[config.mk]
export PLATFORM = sky130hd
export DESIGN_NAME = ysyx_23060096_wbu
export DESIGN_NICKNAME = d
export VERILOG_FILES = /design/src/rtl/ysyx_23060096_pkg.sv /design/src/rtl/ysyx_23060096_load_align.sv /design/src/rtl/ysyx_23060096_wbu.sv
export SDC_FILE = /design/constraint.sdc
export NUM_CORES = 1
export LEC_CHECK = 0
export BUFFER_PORTS_ARGS = -buffer_cell sky130_fd_sc_hd__clkbuf_2
export CORE_MARGIN = 4
export CORE_UTILIZATION = 47
export DETAILED_ROUTE_END_ITERATION = 8
export PLACE_DENSITY = 0.76
export SYNTH_ARGS = -nofsm -noshare
export SYNTH_HDL_FRONTEND = slang
export SYNTH_SLANG_ARGS = --single-unit
[constraint.sdc]
create_clock -name clk -period 1.9 [get_ports clk]
set_input_delay 0.38 -clock clk [delete_from_list [all_inputs] [get_ports clk]]
set_output_delay 0.38 -clock clk [all_outputs]
set_load 0.01 [all_outputs]
[src/rtl/ysyx_23060096_pkg.sv]
// Shared encodings for the NPC write-back path: result-source select,
// load size and the WBU state machine.
package ysyx_23060096_pkg;

    localparam int XLEN_DEF       = 32;
    localparam int REG_ADDR_W_DEF = 5;

    typedef enum logic [1:0] {
        WB_ALU  = 2'b00,
        WB_LOAD = 2'b01,
        WB_PC4  = 2'b10,
        WB_NONE = 2'b11
    } wb_sel_e;

    typedef enum logic [1:0] {
        LD_B   = 2'b00,
        LD_H   = 2'b01,
        LD_W   = 2'b10,
        LD_RSV = 2'b11
    } ld_size_e;

    typedef enum logic [1:0] {
        S_IDLE     = 2'b00,
        S_WAIT_MEM = 2'b01,
        S_COMMIT   = 2'b10
    } wbu_state_e;

    // Reserved size is treated as misaligned so it retires without a write.
    function automatic logic ld_misaligned(input ld_size_e size, input logic [1:0] offset);
        logic mis;
        case (size)
            LD_B:    mis = 1'b0;
            LD_H:    mis = offset[0];
            LD_W:    mis = (offset != 2'b00);
            default: mis = 1'b1;
        endcase
        return mis;
    endfunction

endpackage

[src/rtl/ysyx_23060096_load_align.sv]
// Combinational load aligner: picks the byte/half/word out of a word-aligned
// response, then sign- or zero-extends it to XLEN.
module ysyx_23060096_load_align
    import ysyx_23060096_pkg::*;
#(
    parameter int XLEN = XLEN_DEF
) (
    input  logic [XLEN-1:0] rdata,
    input  logic [1:0]      offset,
    input  ld_size_e        size,
    input  logic            is_unsigned,
    output logic [XLEN-1:0] data,
    output logic            misalign
);

    logic [7:0]  byte_v;
    logic [15:0] half_v;
    logic [31:0] word_v;

    assign byte_v = rdata[{offset, 3'b000} +: 8];
    assign half_v = rdata[{offset[1], 4'b0000} +: 16];
    assign word_v = rdata[31:0];

    always_comb begin
        data = '0;
        case (size)
            LD_B:    data = is_unsigned ? XLEN'(byte_v) : XLEN'($signed(byte_v));
            LD_H:    data = is_unsigned ? XLEN'(half_v) : XLEN'($signed(half_v));
            LD_W:    data = is_unsigned ? XLEN'(word_v) : XLEN'($signed(word_v));
            default: data = '0;
        endcase
    end

    assign misalign = ld_misaligned(size, offset);

endmodule

[src/rtl/ysyx_23060096_wbu.sv]
// Write-back unit: takes one retiring instruction, waits for load data when
// needed, then issues a single register-file write plus a commit pulse.
module ysyx_23060096_wbu
    import ysyx_23060096_pkg::*;
#(
    parameter int XLEN       = XLEN_DEF,
    parameter int REG_ADDR_W = REG_ADDR_W_DEF
) (
    input  logic                  clk,
    input  logic                  rstn,

    input  logic                  in_valid,
    output logic                  in_ready,
    input  logic [XLEN-1:0]       in_pc,
    input  logic [REG_ADDR_W-1:0] in_rd,
    input  logic                  in_rd_wen,
    input  logic [1:0]            in_wb_sel,
    input  logic [XLEN-1:0]       in_alu_result,
    input  logic [1:0]            in_ld_size,
    input  logic                  in_ld_unsigned,

    input  logic                  mem_rvalid,
    input  logic [XLEN-1:0]       mem_rdata,
    output logic                  mem_rready,

    output logic                  rf_w_en,
    output logic [REG_ADDR_W-1:0] rf_waddr,
    output logic [XLEN-1:0]       rf_wdata,

    output logic                  commit_valid,
    output logic [XLEN-1:0]       commit_pc,
    output logic                  misalign_err
);

    // Only what the load path needs after the accept edge is held here;
    // non-load results go straight into the commit registers on accept.
    typedef struct packed {
        logic [XLEN-1:0]       pc;
        logic [REG_ADDR_W-1:0] rd;
        logic                  rd_wen;
        logic [1:0]            ld_off;
        ld_size_e              ld_size;
        logic                  ld_unsigned;
    } wb_req_t;

    wbu_state_e state, next_state;
    wb_req_t    req;
    wb_sel_e    in_sel;

    logic                  accept;
    logic                  rsp_fire;
    logic [XLEN-1:0]       ld_data;
    logic                  ld_mis;

    logic                  cmt_go;
    logic                  cmt_wen;
    logic                  cmt_mis;
    logic [REG_ADDR_W-1:0] cmt_rd;
    logic [XLEN-1:0]       cmt_data;
    logic [XLEN-1:0]       cmt_pc;

    assign in_sel   = wb_sel_e'(in_wb_sel);
    assign accept   = in_valid && (state == S_IDLE);
    assign rsp_fire = mem_rvalid && (state == S_WAIT_MEM);

    ysyx_23060096_load_align #(
        .XLEN(XLEN)
    ) u_load_align (
        .rdata      (mem_rdata),
        .offset     (req.ld_off),
        .size       (req.ld_size),
        .is_unsigned(req.ld_unsigned),
        .data       (ld_data),
        .misalign   (ld_mis)
    );

    always_ff @(posedge clk or negedge rstn) begin
        if (!rstn) state <= S_IDLE;
        else       state <= next_state;
    end

    always_comb begin
        next_state = state;
        case (state)
            S_IDLE: begin
                if (accept) next_state = (in_sel == WB_LOAD) ? S_WAIT_MEM : S_COMMIT;
            end
            S_WAIT_MEM: begin
                if (rsp_fire) next_state = S_COMMIT;
            end
            S_COMMIT: next_state = S_IDLE;
            default:  next_state = S_IDLE;
        endcase
    end

    // Staging for the commit registers: loaded on the edge that enters COMMIT.
    always_comb begin
        in_ready   = (state == S_IDLE);
        mem_rready = (state == S_WAIT_MEM);
        cmt_go     = 1'b0;
        cmt_wen    = 1'b0;
        cmt_mis    = 1'b0;
        cmt_rd     = req.rd;
        cmt_data   = ld_data;
        cmt_pc     = req.pc;
        case (state)
            S_IDLE: begin
                cmt_go   = accept && (in_sel != WB_LOAD);
                cmt_wen  = in_rd_wen && (in_sel != WB_NONE) && (in_rd != '0);
                cmt_rd   = in_rd;
                cmt_pc   = in_pc;
                cmt_data = (in_sel == WB_PC4) ? in_pc + XLEN'(4) : in_alu_result;
            end
            S_WAIT_MEM: begin
                cmt_go  = rsp_fire;
                cmt_wen = req.rd_wen && (req.rd != '0) && !ld_mis;
                cmt_mis = ld_mis;
            end
            default: ;
        endcase
    end

    always_ff @(posedge clk or negedge rstn) begin
        if (!rstn) begin
            req <= '0;
        end else if (accept) begin
            req.pc          <= in_pc;
            req.rd          <= in_rd;
            req.rd_wen      <= in_rd_wen;
            req.ld_off      <= in_alu_result[1:0];
            req.ld_size     <= ld_size_e'(in_ld_size);
            req.ld_unsigned <= in_ld_unsigned;
        end
    end

    // Pulses clear on the edge leaving COMMIT; address/data/pc hold until the next one.
    always_ff @(posedge clk or negedge rstn) begin
        if (!rstn) begin
            rf_w_en      <= 1'b0;
            commit_valid <= 1'b0;
            misalign_err <= 1'b0;
            rf_waddr     <= '0;
            rf_wdata     <= '0;
            commit_pc    <= '0;
        end else begin
            rf_w_en      <= cmt_go && cmt_wen;
            commit_valid <= cmt_go;
            misalign_err <= cmt_go && cmt_mis;
            if (cmt_go) begin
                rf_waddr  <= cmt_rd;
                rf_wdata  <= cmt_data;
                commit_pc <= cmt_pc;
            end
        end
    end

endmodule

# Yosys cells after proc, flatten, opt, wreduce, memory -nomap -nowiden
# Index checks and enable logic that the tools add are counted.
# word_totals
inputBits,111
regBits,117
elab_cells,56
output_inout_bits,74
# classes
eq_ne,9
reduce_logical,16
add_sub_neg,1
mux,15
shift,2
# ops
op,count
32-bit two-way mux,5
32-bit case mux with 3 select lines,1
"32-bit by 3-bit adder with 32-bit output, second input constant",1
32-bit by 6-bit indexed part select with 16-bit output,1
32-bit by 6-bit indexed part select with 8-bit output,1
5-bit nonzero test,2
1-bit logical AND,9
"2-bit by 1-bit equality test with 1-bit output, second input constant",3
2-bit two-way mux,3
"2-bit by 1-bit != test with 1-bit output, second input constant",3
5-bit two-way mux,1
"2-bit equality test, second input constant",2
2-bit zero test,2
1-bit case mux with 2 select lines,2
2-bit case mux with 2 select lines,1
1-bit case mux with 3 select lines,1
"2-bit != test, second input constant",1
2-bit AND reduction,1
2-bit nonzero test,1
1-bit zero test,1
1-bit two-way mux,1

# Longest topological paths before layout
# logic_depth
depth_word,6
mapped_depth,8

# Modules after synthesis
# A second synthesis with hierarchy kept.
# unflattened
hier_cells,777
hier_area_um2,6817.8
# modules_own_cells
module,cells_per_inst,seq_area_each_um2,area_each_um2,instances
ysyx_23060096_wbu,674,2927.8,5933.2,1
ysyx_23060096_load_align,103,0.0,884.6,1

# Least setup slack after synthesis
# Ideal clock, no wire load.
# synth_path
path_type,register to register
start,register state[0]
end,register req[0] in the netlist's numbering
t_arrival_ns,1.674
n_path_buf,3
stages_incl_launch_ff,8
slack_ns,0.101
required_time_ns,1.775
period_less_slack_ns,1.799
setup_time_ns,0.125
path_cell_list,dfrtp_1 -> or2_2 -> buf_2 -> inv_2 -> and2_1 -> buf_2 -> buf_4 -> mux2_2
# synth_via
elab_chain_len,2
# synth_lines
element,line_no,text
"start, declared",ysyx_23060096_wbu.sv:46,"wbu_state_e state, next_state;"
"start signal, assigned",ysyx_23060096_wbu.sv:79,else state <= next_state;
2-bit zero test,ysyx_23060096_wbu.sv:63,assign accept = in_valid && (state == S_IDLE);
1-bit logical AND,ysyx_23060096_wbu.sv:63,
"end, declared",ysyx_23060096_wbu.sv:47,wb_req_t req;
# Every way passes these cells.
# A chain may end at the register's enable or synchronous reset.

# Worst setup path after layout
# layout_path
start,register req[4] in the netlist's numbering
end,register rf_wdata[13]
# layout_via
elab_chain_len,4
# layout_lines
element,line_no,text
32-bit by 6-bit indexed part select with 16-bit output or 32-bit by 6-bit indexed part select with 8-bit output (tied branches),"ysyx_23060096_load_align.sv:21, ysyx_23060096_load_align.sv:20",
32-bit two-way mux (on tied branches),"ysyx_23060096_load_align.sv:28, ysyx_23060096_load_align.sv:27",
32-bit case mux with 3 select lines (*),ysyx_23060096_load_align.sv:26,case (size)
32-bit two-way mux (*),ysyx_23060096_wbu.sv:106,case (state)
"end signal, assigned",ysyx_23060096_wbu.sv:151,rf_wdata <= cmt_data;
"end, declared",ysyx_23060096_wbu.sv:28,"output logic [XLEN-1:0] rf_wdata,"
# Every way passes the cells marked *; elsewhere a longest branch is shown, timed or not.

==> results.yml <==
grt:
  grt_antenna_before_repair: 0
  track_usage_pct: 28.0
  grt_pass1_vias: 5997
  grt_overflow_total: 0
  grt_pass1_wl_um: 32300
  grt_max_degree: 118
setup_path:
  critPathBufInv: 0
  critPathLaunch: "req[4]"
  end_kind: "flop"
  cp_slowest_stage_delay_ps: 510
  cp.required_ps: 2200
  cp.depth: 5
  reg2reg_depth: 5
  crit_chain: "mux4_2 -> and3b_2 -> a221oi_1 -> a2bb2oi_1 -> o21ai_0"
  cp_max_fo: 8
  cp.arrival_ps: 2190
  r2r-start: "req[4]"
  ff2ff_setup_slack_ps: 10
  r2r-end: "rf_wdata[13]"
  crit_type: "flop to flop"
  crit_slowest_cell: "mux4_2"
  path_delay_family: "compound AO/OA/AOI/OAI gates"
  cp-endpoint: "rf_wdata[13]"
  cp-start-kind: "flop"
routing:
  vias: 6181
  drc: 0
  drt-initial-drc-count: 693
  viasPerCell: 5.77
  detail-route-antenna-nets: 0
  drt-total-wl_um: 21400
  wl_per_cell_um: 19.9
  first_pass_iters: 5
floorplan:
  initial_core_util_pct: 48.0
  die_w_um: 124
  io_pins: 185
  dieArea_um2: 15400
  core-area_um2: 13200
  dieHeight_um: 124
  rows: 42
yosys:
  syn-cell-area_um2: 6330
  async_flop_share_pct: 100
  synth-edff-count: 0
  yosys_warnings: 0
  synthesis.nets: 778
  synth_seq_area_share_pct: 46.3
  ys.flop_type: "dfrtp_1"
  synth-seq-cells: 117
  synthCells: 666
  synth_area_per_cell_um2: 9.50
  synth_cell_types: 54
pwr:
  pwr-share-comb_pct: 32.6
  power_switching_mw: 3.28
  internal_power_mw: 6.75
  p_per_area_nw_per_um2: 1170
  clkPwrFrac_pct: 31.0
  pwr-share-seq_pct: 36.5
  vdd_drop_max_mv: 0.630
  p_leak_nw: 3.91
  switching_share_pct: 32.7
clocking:
  clk_latency_ps: 420
  htreeDepth: 4
  cts_root_buffer: "clkbuf_16"
  cts_buffers: 17
  clock_sinks: 117
  cts_tree: "done"
  max-clock-path-buffers: 2
  cts_hold_buf: 0
  clkTransAtPathRegs_ps: 50
layout:
  postLayoutCellArea_um2: 8560
  area_growth_pct: 35.3
  nNetsFinal: 998
  drive_gt1_share_pct: 39.8
  final_util_pct: 64.9
  n_fill_cell: 1085
  antenna_cells: 0
placement:
  io_buffers: 184
  placed_area_um2: 7830
  dp.final_hpwl_um: 15400
  place_congestion: 0.943
  dp_worst_setup_slack_ps: -67.1
sta:
  whs_ps: 12.2
  setup_viol_count_final: 0
  finalHoldViolCount: 0
  clock_skew_ps: 6.80
  rsz0062_at_grt: "yes"
  period_minus_slack_ps: 1890
  maxSlewViolCount: 0
  fmax_mhz: 530
  slew_headroom_pct: 45.5
  tightest_slew_ps: 816
  period_share_pct: 99.2
  finalWorstSetupSlack_ps: 14.8
flow_run:
  drv_cap: 0
hold_path:
  hp-class: "input pin to asynchronous set/reset pin"
run_status:
  status: "completed"
## worst min path at each step
stage | to | slack (ps) | depth (start not counted)
after global routing | commit_pc[16] | 90 | 2
after CTS | rf_wdata[19] | 80 | 2
after detailed placement | rf_wdata[8] | 480 | 1
after floorplan | commit_pc[0] | 80 | 0
final | commit_pc[16] | 10 | 2
after global placement | rf_wdata[8] | 480 | 1
## worst reg2reg max path, cell delays in order (launching register included)
cell and delay (ps):
dfrtp_2 400, mux4_2 510, and3b_2 320, a221oi_1 260
a2bb2oi_1 190, o21ai_0 80
## area by class of cell
type	instances	area [um2]	share of cell area (%)
multi-input combinational	493	3190	37.3
clock buffer	23	488	5.70
sequential	117	2930	34.2
timing repair buffer	250	1630	19.0
inverter	7	28.8	0.336
clock inverter	5	75.1	0.877
tap	176	220	2.57
## layer usage
layer,global-route usage (%),part of all wire (%),vias to the layer above
li1,-,-,2862
met1,39.5,44,3036
met2,41.5,45,235
met3,6.36,7.5,48
met4,11.8,3.2,0
met5,0,0,-
## metrics by stage
step	setup TNS (ps)	power [mW]	std cells
after floorplan	0	5.34	666
after global placement	-103	6.72	1037
after detailed placement	-387	6.78	1037
after CTS	0	10.0	1068
after global routing	-220	10.5	1071
final	0	10.0	1071
## state kept, by name, summed over array words and instances (netlist names)
register      flops
commit_pc        32
commit_valid      1
misalign_err      1
req              43
rf_w_en           1
rf_waddr          5
rf_wdata         32
state             2
## synth_stat cells (10+ instances only)
cell	instances	area share (%)
a31oi_1	55	5.4
nor3_1	13	1.0
buf_2	17	1.3
nand2_1	106	6.3
xnor2_1	11	1.5
clkbuf_1	24	1.4
nor2_1	65	3.9
a22oi_1	10	1.2
xor2_1	13	1.8
mux2_2	52	9.3
nand3_1	27	2.1
a21oi_1	14	1.1
dfrtp_1	117	46
o21ai_0	27	2.1
## cell families (layout without fill, tap and decap cells)
family,after synthesis,in the layout,synth area share (%)
and+or+nand+nor,255,255,18.6
AOI/OAI and AO/OA,157,157,17.4
DFF,117,117,46.3
muxes,56,56,10.1
buffers and inverters,56,285,4.05
xor gates and xnor gates,24,24,3.32
adders and majority gates,1,1,0.198
## power by group through the flow
| stage | clock, mW | combinational (mW) | sequential (mW) |
|---|---|---|---|
| final | 3.11 | 3.26 | 3.66 |
| after global routing | 3.25 | 3.54 | 3.74 |
| after CTS | 3.14 | 3.22 | 3.64 |
| after detailed placement | 0 | 3.11 | 3.67 |
| after global placement | 0 | 3.07 | 3.65 |
| after floorplan | 0 | 1.54 | 3.80 |
## placed cells by master (no fill, tap or decap), drive strengths merged, types with 3 or more instances in the layout
cell	netlist	layout
a2bb2oi	3	3
a21oi	14	14
a211oi	8	8
o21ai	27	27
clkbuf	26	207
clkinv	0	3
mux2	52	52
nand3	27	27
a22oi	11	11
mux2i	3	3
and3	3	3
a221oi	15	15
nor2b	7	7
nor2	66	66
nor3	13	13
a31oi	55	55
and4	8	8
xnor2	11	11
xor2	13	13
a221o	6	6
buf	23	64
nand2	106	106
and2	3	3
nand4	10	10
o211ai	3	3
o22a	5	5
inv	7	7
dfrtp	117	117
a211o	4	4
## repair_timing
action                     in CTS  in global routing
setup endpoints to repair       8                 29
resized for setup               6                 13
buffers inserted                1                  2
gates cloned                    2                  1
pin swaps                       0                  9
hold endpoints to repair        0                  0
Note: power is estimated with default switching activity, not from simulation.
